--- config.mk ---
export PLATFORM = sky130hd
export DESIGN_NAME = count_seq_monitor_flat
export DESIGN_NICKNAME = d
export VERILOG_FILES = /design/src/rtl/count_seq_monitor_if.sv /design/src/rtl/count_seq_monitor.sv /design/src/flat_wrapper.sv
export SDC_FILE = /design/constraint.sdc
export NUM_CORES = 1
export LEC_CHECK = 0
export CORE_UTILIZATION = 50
export DETAILED_ROUTE_END_ITERATION = 16
export GPL_TIMING_DRIVEN = 0
export PLACE_DENSITY = 0.87
export REMOVE_ABC_BUFFERS = 1
export SLEW_MARGIN = 20
export SYNTH_ARGS = -nofsm -noshare
export SYNTH_HDL_FRONTEND = slang
export SYNTH_SLANG_ARGS = --single-unit
--- constraint.sdc ---
create_clock -name clk -period 2.6 [get_ports clk]
set_input_delay 0.52 -clock clk [delete_from_list [all_inputs] [get_ports clk]]
set_output_delay 0.52 -clock clk [all_outputs]
set_load 0.05 [all_outputs]
--- src/rtl/count_seq_monitor_if.sv ---
// Sample/status bundle between a 4-bit counter tap and its sequence monitor.
// The master drives samples and clear requests; the slave (the monitor) drives status.
interface count_seq_monitor_if #(
  parameter int WIDTH = 4,
  parameter int ERR_W = 8
);
  logic [WIDTH-1:0] cnt_in;
  logic             cnt_valid;
  logic             err_clr;
  logic             locked;
  logic             wrap_pulse;
  logic             err_pulse;
  logic             err_sticky;
  logic [ERR_W-1:0] err_count;
  logic [ERR_W-1:0] wrap_count;
  logic [WIDTH-1:0] last_cnt;

  modport master (
    output cnt_in, cnt_valid, err_clr,
    input  locked, wrap_pulse, err_pulse, err_sticky, err_count, wrap_count, last_cnt
  );

  modport slave (
    input  cnt_in, cnt_valid, err_clr,
    output locked, wrap_pulse, err_pulse, err_sticky, err_count, wrap_count, last_cnt
  );
endinterface

--- src/rtl/count_seq_monitor.sv ---
// Checks that a free-running counter advances by exactly one per valid sample,
// acquiring lock first, then reporting wraps and sequence errors (all registered).
module count_seq_monitor #(
  parameter int WIDTH    = 4,
  parameter int LOCK_LEN = 3,
  parameter int ERR_W    = 8
) (
  input  logic                  clk,
  input  logic                  res,
  count_seq_monitor_if.slave    bus
);

  typedef enum logic [1:0] {UNSYNC, ACQ, LOCKED} state_t;

  localparam logic [WIDTH-1:0] CNT_MAX  = '1;
  localparam logic [3:0]       LOCK_RUN = 4'(LOCK_LEN);

  state_t           state_p1, state_nxt;
  logic [WIDTH-1:0] prev_p1, prev_nxt;
  logic [3:0]       run_p1, run_nxt;
  logic [WIDTH-1:0] exp_cnt;
  logic [3:0]       run_inc;
  logic             match;
  logic             wrap_ev, err_ev;

  logic             locked_p1, wrap_p1, err_p1, sticky_p1;
  logic [ERR_W-1:0] errc_p1, wrapc_p1;
  logic [WIDTH-1:0] last_p1;

  function automatic logic [ERR_W-1:0] sat_inc(input logic [ERR_W-1:0] v);
    return (v == '1) ? v : v + ERR_W'(1);
  endfunction

  // Expected sample wraps naturally at WIDTH bits, so max+1 == 0.
  assign exp_cnt = prev_p1 + WIDTH'(1);
  assign run_inc = run_p1 + 4'd1;
  assign match   = (bus.cnt_in == exp_cnt);

  always_comb begin
    state_nxt = state_p1;
    prev_nxt  = prev_p1;
    run_nxt   = run_p1;
    wrap_ev   = 1'b0;
    err_ev    = 1'b0;
    if (bus.cnt_valid) begin
      prev_nxt = bus.cnt_in;
      unique case (state_p1)
        UNSYNC: begin
          run_nxt   = 4'd0;
          state_nxt = ACQ;
        end
        ACQ: begin
          if (match) begin
            run_nxt = run_inc;
            if (run_inc == LOCK_RUN) state_nxt = LOCKED;
          end else begin
            run_nxt = 4'd0;
          end
        end
        LOCKED: begin
          if (match) begin
            wrap_ev = (prev_p1 == CNT_MAX);
          end else begin
            err_ev    = 1'b1;
            run_nxt   = 4'd0;
            state_nxt = ACQ;
          end
        end
        default: state_nxt = UNSYNC;
      endcase
    end
  end

  // Stage 1: state and registered status outputs
  always_ff @(posedge clk) begin
    if (res) begin
      state_p1  <= UNSYNC;
      prev_p1   <= '0;
      run_p1    <= '0;
      locked_p1 <= 1'b0;
      wrap_p1   <= 1'b0;
      err_p1    <= 1'b0;
      sticky_p1 <= 1'b0;
      errc_p1   <= '0;
      wrapc_p1  <= '0;
      last_p1   <= '0;
    end else begin
      state_p1  <= state_nxt;
      prev_p1   <= prev_nxt;
      run_p1    <= run_nxt;
      locked_p1 <= (state_nxt == LOCKED);
      wrap_p1   <= wrap_ev;
      err_p1    <= err_ev;
      if (bus.cnt_valid) last_p1 <= bus.cnt_in;
      if (wrap_ev) wrapc_p1 <= wrapc_p1 + ERR_W'(1);
      // An error in the same cycle as a clear takes priority over the clear.
      if (err_ev) begin
        sticky_p1 <= 1'b1;
        errc_p1   <= bus.err_clr ? ERR_W'(1) : sat_inc(errc_p1);
      end else if (bus.err_clr) begin
        sticky_p1 <= 1'b0;
        errc_p1   <= '0;
      end
    end
  end

  assign bus.locked     = locked_p1;
  assign bus.wrap_pulse = wrap_p1;
  assign bus.err_pulse  = err_p1;
  assign bus.err_sticky = sticky_p1;
  assign bus.err_count  = errc_p1;
  assign bus.wrap_count = wrapc_p1;
  assign bus.last_cnt   = last_p1;

endmodule

--- src/flat_wrapper.sv ---
// flat-port wrapper written by rule: the top's interface ports become plain ports
module count_seq_monitor_flat 
#(
  parameter int WIDTH    = 4,
  parameter int LOCK_LEN = 3,
  parameter int ERR_W    = 8
)
  (clk, res, bus_cnt_in, bus_cnt_valid, bus_err_clr, bus_locked, bus_wrap_pulse, bus_err_pulse, bus_err_sticky, bus_err_count, bus_wrap_count, bus_last_cnt);
  count_seq_monitor_if #(.WIDTH(WIDTH), .ERR_W(ERR_W)) bus_i ();
  input  logic clk;
  input  logic res;
  input wire logic [$bits(bus_i.cnt_in)-1:0] bus_cnt_in;
  input wire logic [$bits(bus_i.cnt_valid)-1:0] bus_cnt_valid;
  input wire logic [$bits(bus_i.err_clr)-1:0] bus_err_clr;
  output wire logic [$bits(bus_i.locked)-1:0] bus_locked;
  output wire logic [$bits(bus_i.wrap_pulse)-1:0] bus_wrap_pulse;
  output wire logic [$bits(bus_i.err_pulse)-1:0] bus_err_pulse;
  output wire logic [$bits(bus_i.err_sticky)-1:0] bus_err_sticky;
  output wire logic [$bits(bus_i.err_count)-1:0] bus_err_count;
  output wire logic [$bits(bus_i.wrap_count)-1:0] bus_wrap_count;
  output wire logic [$bits(bus_i.last_cnt)-1:0] bus_last_cnt;
  assign bus_i.cnt_in = bus_cnt_in;
  assign bus_i.cnt_valid = bus_cnt_valid;
  assign bus_i.err_clr = bus_err_clr;
  assign bus_locked = bus_i.locked;
  assign bus_wrap_pulse = bus_i.wrap_pulse;
  assign bus_err_pulse = bus_i.err_pulse;
  assign bus_err_sticky = bus_i.err_sticky;
  assign bus_err_count = bus_i.err_count;
  assign bus_wrap_count = bus_i.wrap_count;
  assign bus_last_cnt = bus_i.last_cnt;
  count_seq_monitor #(.WIDTH(WIDTH), .LOCK_LEN(LOCK_LEN), .ERR_W(ERR_W)) u_core (.clk(clk), .res(res), .bus(bus_i));
endmodule
Word-level counts from Yosys, hierarchy flattened
Cells that the tools add are included.
- reductions and logical operators: 5
- mux-type cells: 20
- equal/unequal tests: 9
- $add $sub $neg: 4
- operators with widths (kind ; number):
    8-bit two-way mux ; 4
    8-bit by 1-bit adder with 8-bit output, second input constant ; 2
    4-bit case mux with 3 select lines ; 1
    4-bit by 1-bit adder with 4-bit output, second input constant ; 2
    8-bit equality test, second input constant ; 1
    1-bit two-way mux ; 8
    2-bit two-way mux ; 4
    4-bit two-way mux ; 2
    2-bit case mux with 3 select lines ; 1
    2-bit equality test, second input constant ; 2
    4-bit by 2-bit equality test with 1-bit output, second input constant ; 1
    4-bit equality test ; 1
    4-bit equality test, second input constant ; 1
    2-bit != test, second input constant ; 2
    3-bit AND reduction ; 1
    3-bit nonzero test ; 1
    2-bit by 1-bit equality test with 1-bit output, second input constant ; 1
    2-bit logical NOT ; 1
    2-bit AND reduction ; 1
    2-bit nonzero test ; 1
- logic and storage cells: 47
- register bits after elaboration: 30

Logic depth before layout (Yosys ltp)
- depth after elaboration: 7
- depth in mapped cells: 7
- gate-level depth less buffers: 6

Least setup slack after synthesis
Ideal clock, no wire load.
- kind: reg2reg
- start point: register u_core.bus.last_cnt[0] (netlist name)
- end point: register u_core.wrapc_p1[7] (netlist: u_core.bus.wrap_count[7])
- slack: 239 ps
- library setup time: 70 ps
- clock period less this slack: 2361 ps
- arrival time: 2290 ps
- buffers on the path: 1
- required time: 2530 ps
- stages on the path, launching flop included: 8
- cells stage by stage: dfxtp_1 > ha_1 > xnor2_1 > and2_1 > clkbuf_1 > nand4_2 > or4_1 > a21oi_1
- RTL lines (item ; RTL line ; source):
    to (signal assigned) ; count_seq_monitor.sv:95 ; if (wrap_ev) wrapc_p1 <= wrapc_p1 + ERR_W'(1);
    to (decl) ; count_seq_monitor.sv:27 ; logic [ERR_W-1:0] errc_p1, wrapc_p1;

Worst setup path in the final report
- start point: input port bus_cnt_in[2]
- end point: register u_core.errc_p1[7] (netlist: u_core.bus.err_count[7])
- cells in the longest elaborated chain, start to end: 6
- ends and longest elaborated chain (item ; RTL line ; source):
    from (decl) ; flat_wrapper.sv:12 ; input wire logic [$bits(bus_i.cnt_in)-1:0] bus_cnt_in;
    4-bit equality test * ; count_seq_monitor.sv:37 ; assign match = (bus.cnt_in == exp_cnt);
    1-bit two-way mux * ; count_seq_monitor.sv:61 ; if (match) begin
    1-bit two-way mux * ; count_seq_monitor.sv:47 ; unique case (state_p1)
    1-bit two-way mux * ; count_seq_monitor.sv:45 ; if (bus.cnt_valid) begin
    2-bit nonzero test (no source line) ; n/a ;
    2-bit AND reduction (no source line) ; n/a ;
    to (signal assigned) ; count_seq_monitor.sv:99 ; errc_p1 <= bus.err_clr ? ERR_W'(1) : sat_inc(errc_p1);
    to (decl) ; count_seq_monitor.sv:27 ;
Every way passes the cells marked *; elsewhere a longest branch is shown, timed or not.
A chain may end at the register's enable or synchronous reset.

==> results.py <==
metrics = {
    "status": {
        "run_status": "finished, violations left",
        "failed_checks": "DRC",
    },
    "floorplanning": {
        "die_width_um": 56.7,
        "ios": 32,
        "initial_utilization_pct": 53.3,
        "die_h_um": 56.7,
        "design.die.area_mm2": 0.00321,
        "core_region_area_mm2": 0.00281,
        "std_cell_rows": 19,
    },
    "global_routing": {
        "grt_use_met2_pct": 38.9,
        "grt_first_pass_wirelength_um": 5480,
        "grt_max_degree": 25,
        "grt_antenna_before_repair": 0,
        "grt-ovfl-total": 0,
        "number_of_global_route_vias_before_repair": 1275,
        "globalRoute.busiestLayer": "met2",
        "grt_util_met1_pct": 25.2,
        "globalRouteMet3Util_pct": 6.22,
        "global_route.usage.total_pct": 22.2,
    },
    "cells_and_area": {
        "layout.cells.most_common_list": "sky130_fd_sc_hd__clkdlybuf4s50_1, sky130_fd_sc_hd__dfxtp_1, sky130_fd_sc_hd__nor2_1, sky130_fd_sc_hd__a21oi_1, sky130_fd_sc_hd__nand2_1",
        "fill_cells": 238,
        "insertedDiodeCount": 0,
        "drive_above_1_share_pct": 8.37,
        "finish.instance_area_mm2": 0.00189,
        "design.final.nets": 215,
        "final_core_utilization_pct": 67.4,
        "sequential_cell_area_um2": 601,
        "multiInputGateArea_um2": 860,
        "final-instance-count-excl-fill": 234,
        "area.growth.synth_to_final_pct": 26.4,
    },
    "synthesis": {
        "ys_async_sr_fraction_pct": 0,
        "post_synth.cell_area_avg_um2": 8.80,
        "synth_seq_area_share_pct": 40.2,
        "synth_enable_flop_cells": 0,
        "synth_top_flop_cell": "sky130_fd_sc_hd__dfxtp_1",
        "syn_inst": 170,
        "synth.cell_area_mm2": 0.00150,
        "yosysUniqueCellTypes": 41,
        "yosys_register_bits": 30,
        "ys_warn_count": 0,
    },
    "route": {
        "detail_route.first_pass.iterations": 10,
        "detail-route-antenna-nets": 0,
        "viasPerCell": 5.72,
        "route.vias.total": 1339,
        "wirelength_um": 3230,
        "average_detailed_routed_wire_length_per_instance_um": 13.8,
        "remaining_drc_errors": 7,
        "initialDrtViolationCount": 55,
    },
    "critical_path": {
        "timing.critical_path.fanout_max": 5,
        "setup.worst_path.end_class": "flip-flop",
        "crit_required_ns": 2.86,
        "crit_type": "input port to flip-flop",
        "worst-endpoint-arrival_ns": 2.49,
        "crit_path_start_kind": "input port",
    },
    "placement": {
        "postPlaceCellArea_mm2": 0.00182,
        "gp_routability_congestion": 0.801,
        "post-dp-hpwl_um": 2360,
        "preCtsSetupSlack_ns": -0.328,
        "port_buffers": 31,
        "placed_cells_incl_taps": 226,
    },
    "clock_tree": {
        "cts_resized": 0,
        "cts_setup_buffers": 0,
        "clkSinkCount": 30,
        "htree_levels": 2,
        "cts_tree": "yes",
        "worst_setup_hold_path_clk_slew_ns": 0.10,
        "cts_made_buffers": 5,
        "clock-root-buffer": "sky130_fd_sc_hd__clkbuf_4",
        "clock_insertion_delay_at_the_later_pin_of_the_skew_report_ns": 0.33,
        "cts-root-to-sink-buffers": 2,
        "holdBufCountCts": 0,
    },
    "sta": {
        "slew_viol_final": 0,
        "final-hold-violation-count": 0,
        "fmaxAchievable_ghz": 0.447,
        "post-route-period-util_pct": 86.0,
        "rsz_0062_raised_after_global_routing": "false",
        "report.final.setup_viol": 0,
        "worst_pin_slew_ns": 0.821,
        "fin_worst_hold_slack_ns": 0.490,
        "final_period_minus_worst_setup_slack_ns": 2.24,
        "timing.slew.headroom_pct": 45.1,
        "worst_setup_slack_after_layout_ns": 0.363,
        "fin_skew_ns": 0.00972,
    },
    "pwr": {
        "peakVddDrop_mv": 0.344,
        "power.density_cell_area_mw_per_mm2": 467,
        "power.static_leakage_nw": 0.755,
    },
    "run": {
        "max-cap-violations": 0,
    },
    "min_path": {
        "hp-class": "flip-flop to flip-flop",
    },
}
[state kept, by name, summed over array words and instances (netlist names)]
signal,cells
u_core.bus.locked,1
u_core.bus.err_count,8
u_core.bus.last_cnt,4
u_core.run_p1,4
u_core.bus.err_pulse,1
u_core.bus.wrap_count,8
u_core.bus.err_sticky,1
u_core.state_p1,2
u_core.bus.wrap_pulse,1
[critical path, cell delays in order]
cell and delay, ns:
sky130_fd_sc_hd__clkdlybuf4s50_1 0.56, sky130_fd_sc_hd__xnor3_1 0.38, sky130_fd_sc_hd__and3_4 0.19, sky130_fd_sc_hd__a211o_1 0.36, sky130_fd_sc_hd__or3_1 0.32, sky130_fd_sc_hd__a21oi_1 0.17
[layout make-up]
class	count	area share, %
Tap cell	31	2.05
Sequential cell	30	31.8
Clock buffer	6	2.71
Inverter	4	0.794
Clock inverter	2	0.662
Multi-Input combinational cell	130	45.5
Timing Repair Buffer	31	16.5
[routing by layer]
metal | routed length (um) | vias to the layer above | share of wire, %
met2 | 1610 | 47 | 50
li1 | - | 679 | -
met5 | 0 | - | 0
met3 | 159 | 2 | 4.9
met1 | 1450 | 611 | 45
met4 | 16 | 0 | 0.50
[power by group]
part           switching (mW)  internal (mW)
Combinational          0.0660         0.0453
Sequential            0.00856          0.467
Clock                   0.166          0.130
[worst paths after layout]
path | slack [ns] | to | depth (start not counted) | startpoint
hold reg to reg | 0.49 | u_core.bus.err_sticky$_SDFFE_PP0P_ | 2 | u_core.bus.err_sticky$_SDFFE_PP0P_
setup reg to reg | 0.50 | u_core.bus.wrap_count[7]$_SDFFE_PP0P_ | 6 | u_core.bus.last_cnt[0]$_SDFFE_PP0P_
setup / recovery | 0.36 | u_core.bus.err_count[7]$_SDFFE_PP0P_ | 6 | bus_cnt_in[2]
hold / removal | 0.49 | u_core.bus.err_sticky$_SDFFE_PP0P_ | 2 | u_core.bus.err_sticky$_SDFFE_PP0P_
[cells in the mapped netlist, types with 2 or more instances]
| cell | count | area, um2 |
|---|---|---|
| sky130_fd_sc_hd__dfxtp_1 | 30 | 601 |
| sky130_fd_sc_hd__nor2_1 | 20 | 75.1 |
| sky130_fd_sc_hd__a21oi_1 | 12 | 60.1 |
| sky130_fd_sc_hd__nand2_1 | 12 | 45.0 |
| sky130_fd_sc_hd__nand3_1 | 11 | 55.1 |
| sky130_fd_sc_hd__mux2i_1 | 6 | 60.1 |
| sky130_fd_sc_hd__o21ai_0 | 6 | 30.0 |
| sky130_fd_sc_hd__and3_1 | 5 | 31.3 |
| sky130_fd_sc_hd__ha_1 | 5 | 62.6 |
| sky130_fd_sc_hd__nand4_1 | 5 | 31.3 |
| sky130_fd_sc_hd__or3_1 | 5 | 31.3 |
| sky130_fd_sc_hd__xnor2_1 | 5 | 43.8 |
| sky130_fd_sc_hd__xor2_1 | 5 | 43.8 |
| sky130_fd_sc_hd__inv_1 | 4 | 15.0 |
| sky130_fd_sc_hd__o31ai_1 | 4 | 30.0 |
| sky130_fd_sc_hd__a41o_1 | 3 | 30.0 |
| sky130_fd_sc_hd__a21o_1 | 2 | 15.0 |
| sky130_fd_sc_hd__and2_1 | 2 | 12.5 |
| sky130_fd_sc_hd__buf_1 | 2 | 7.51 |
| sky130_fd_sc_hd__clkbuf_1 | 2 | 7.51 |
| sky130_fd_sc_hd__nand2b_1 | 2 | 12.5 |
| sky130_fd_sc_hd__nor2b_1 | 2 | 12.5 |
| sky130_fd_sc_hd__or4_1 | 2 | 15.0 |
[logic make-up after synthesis]
family / synth area share (%)
flops: 40.2
compound gates: 14.5
mux: 4.02
buf+inv: 2.85
simple gates: 26.9
fa+ha+maj: 4.18
xor+xnor: 7.36
[metrics by stage]
stage	TNS (ns)	total power [mW]
after floorplan	0	0.553
after global placement	-1.06	0.592
after CTS	0	0.891
final	0	0.883
after global routing	0	0.920
after detailed placement	-1.60	0.595
No activity file was read; power rests on OpenSTA's default activity.
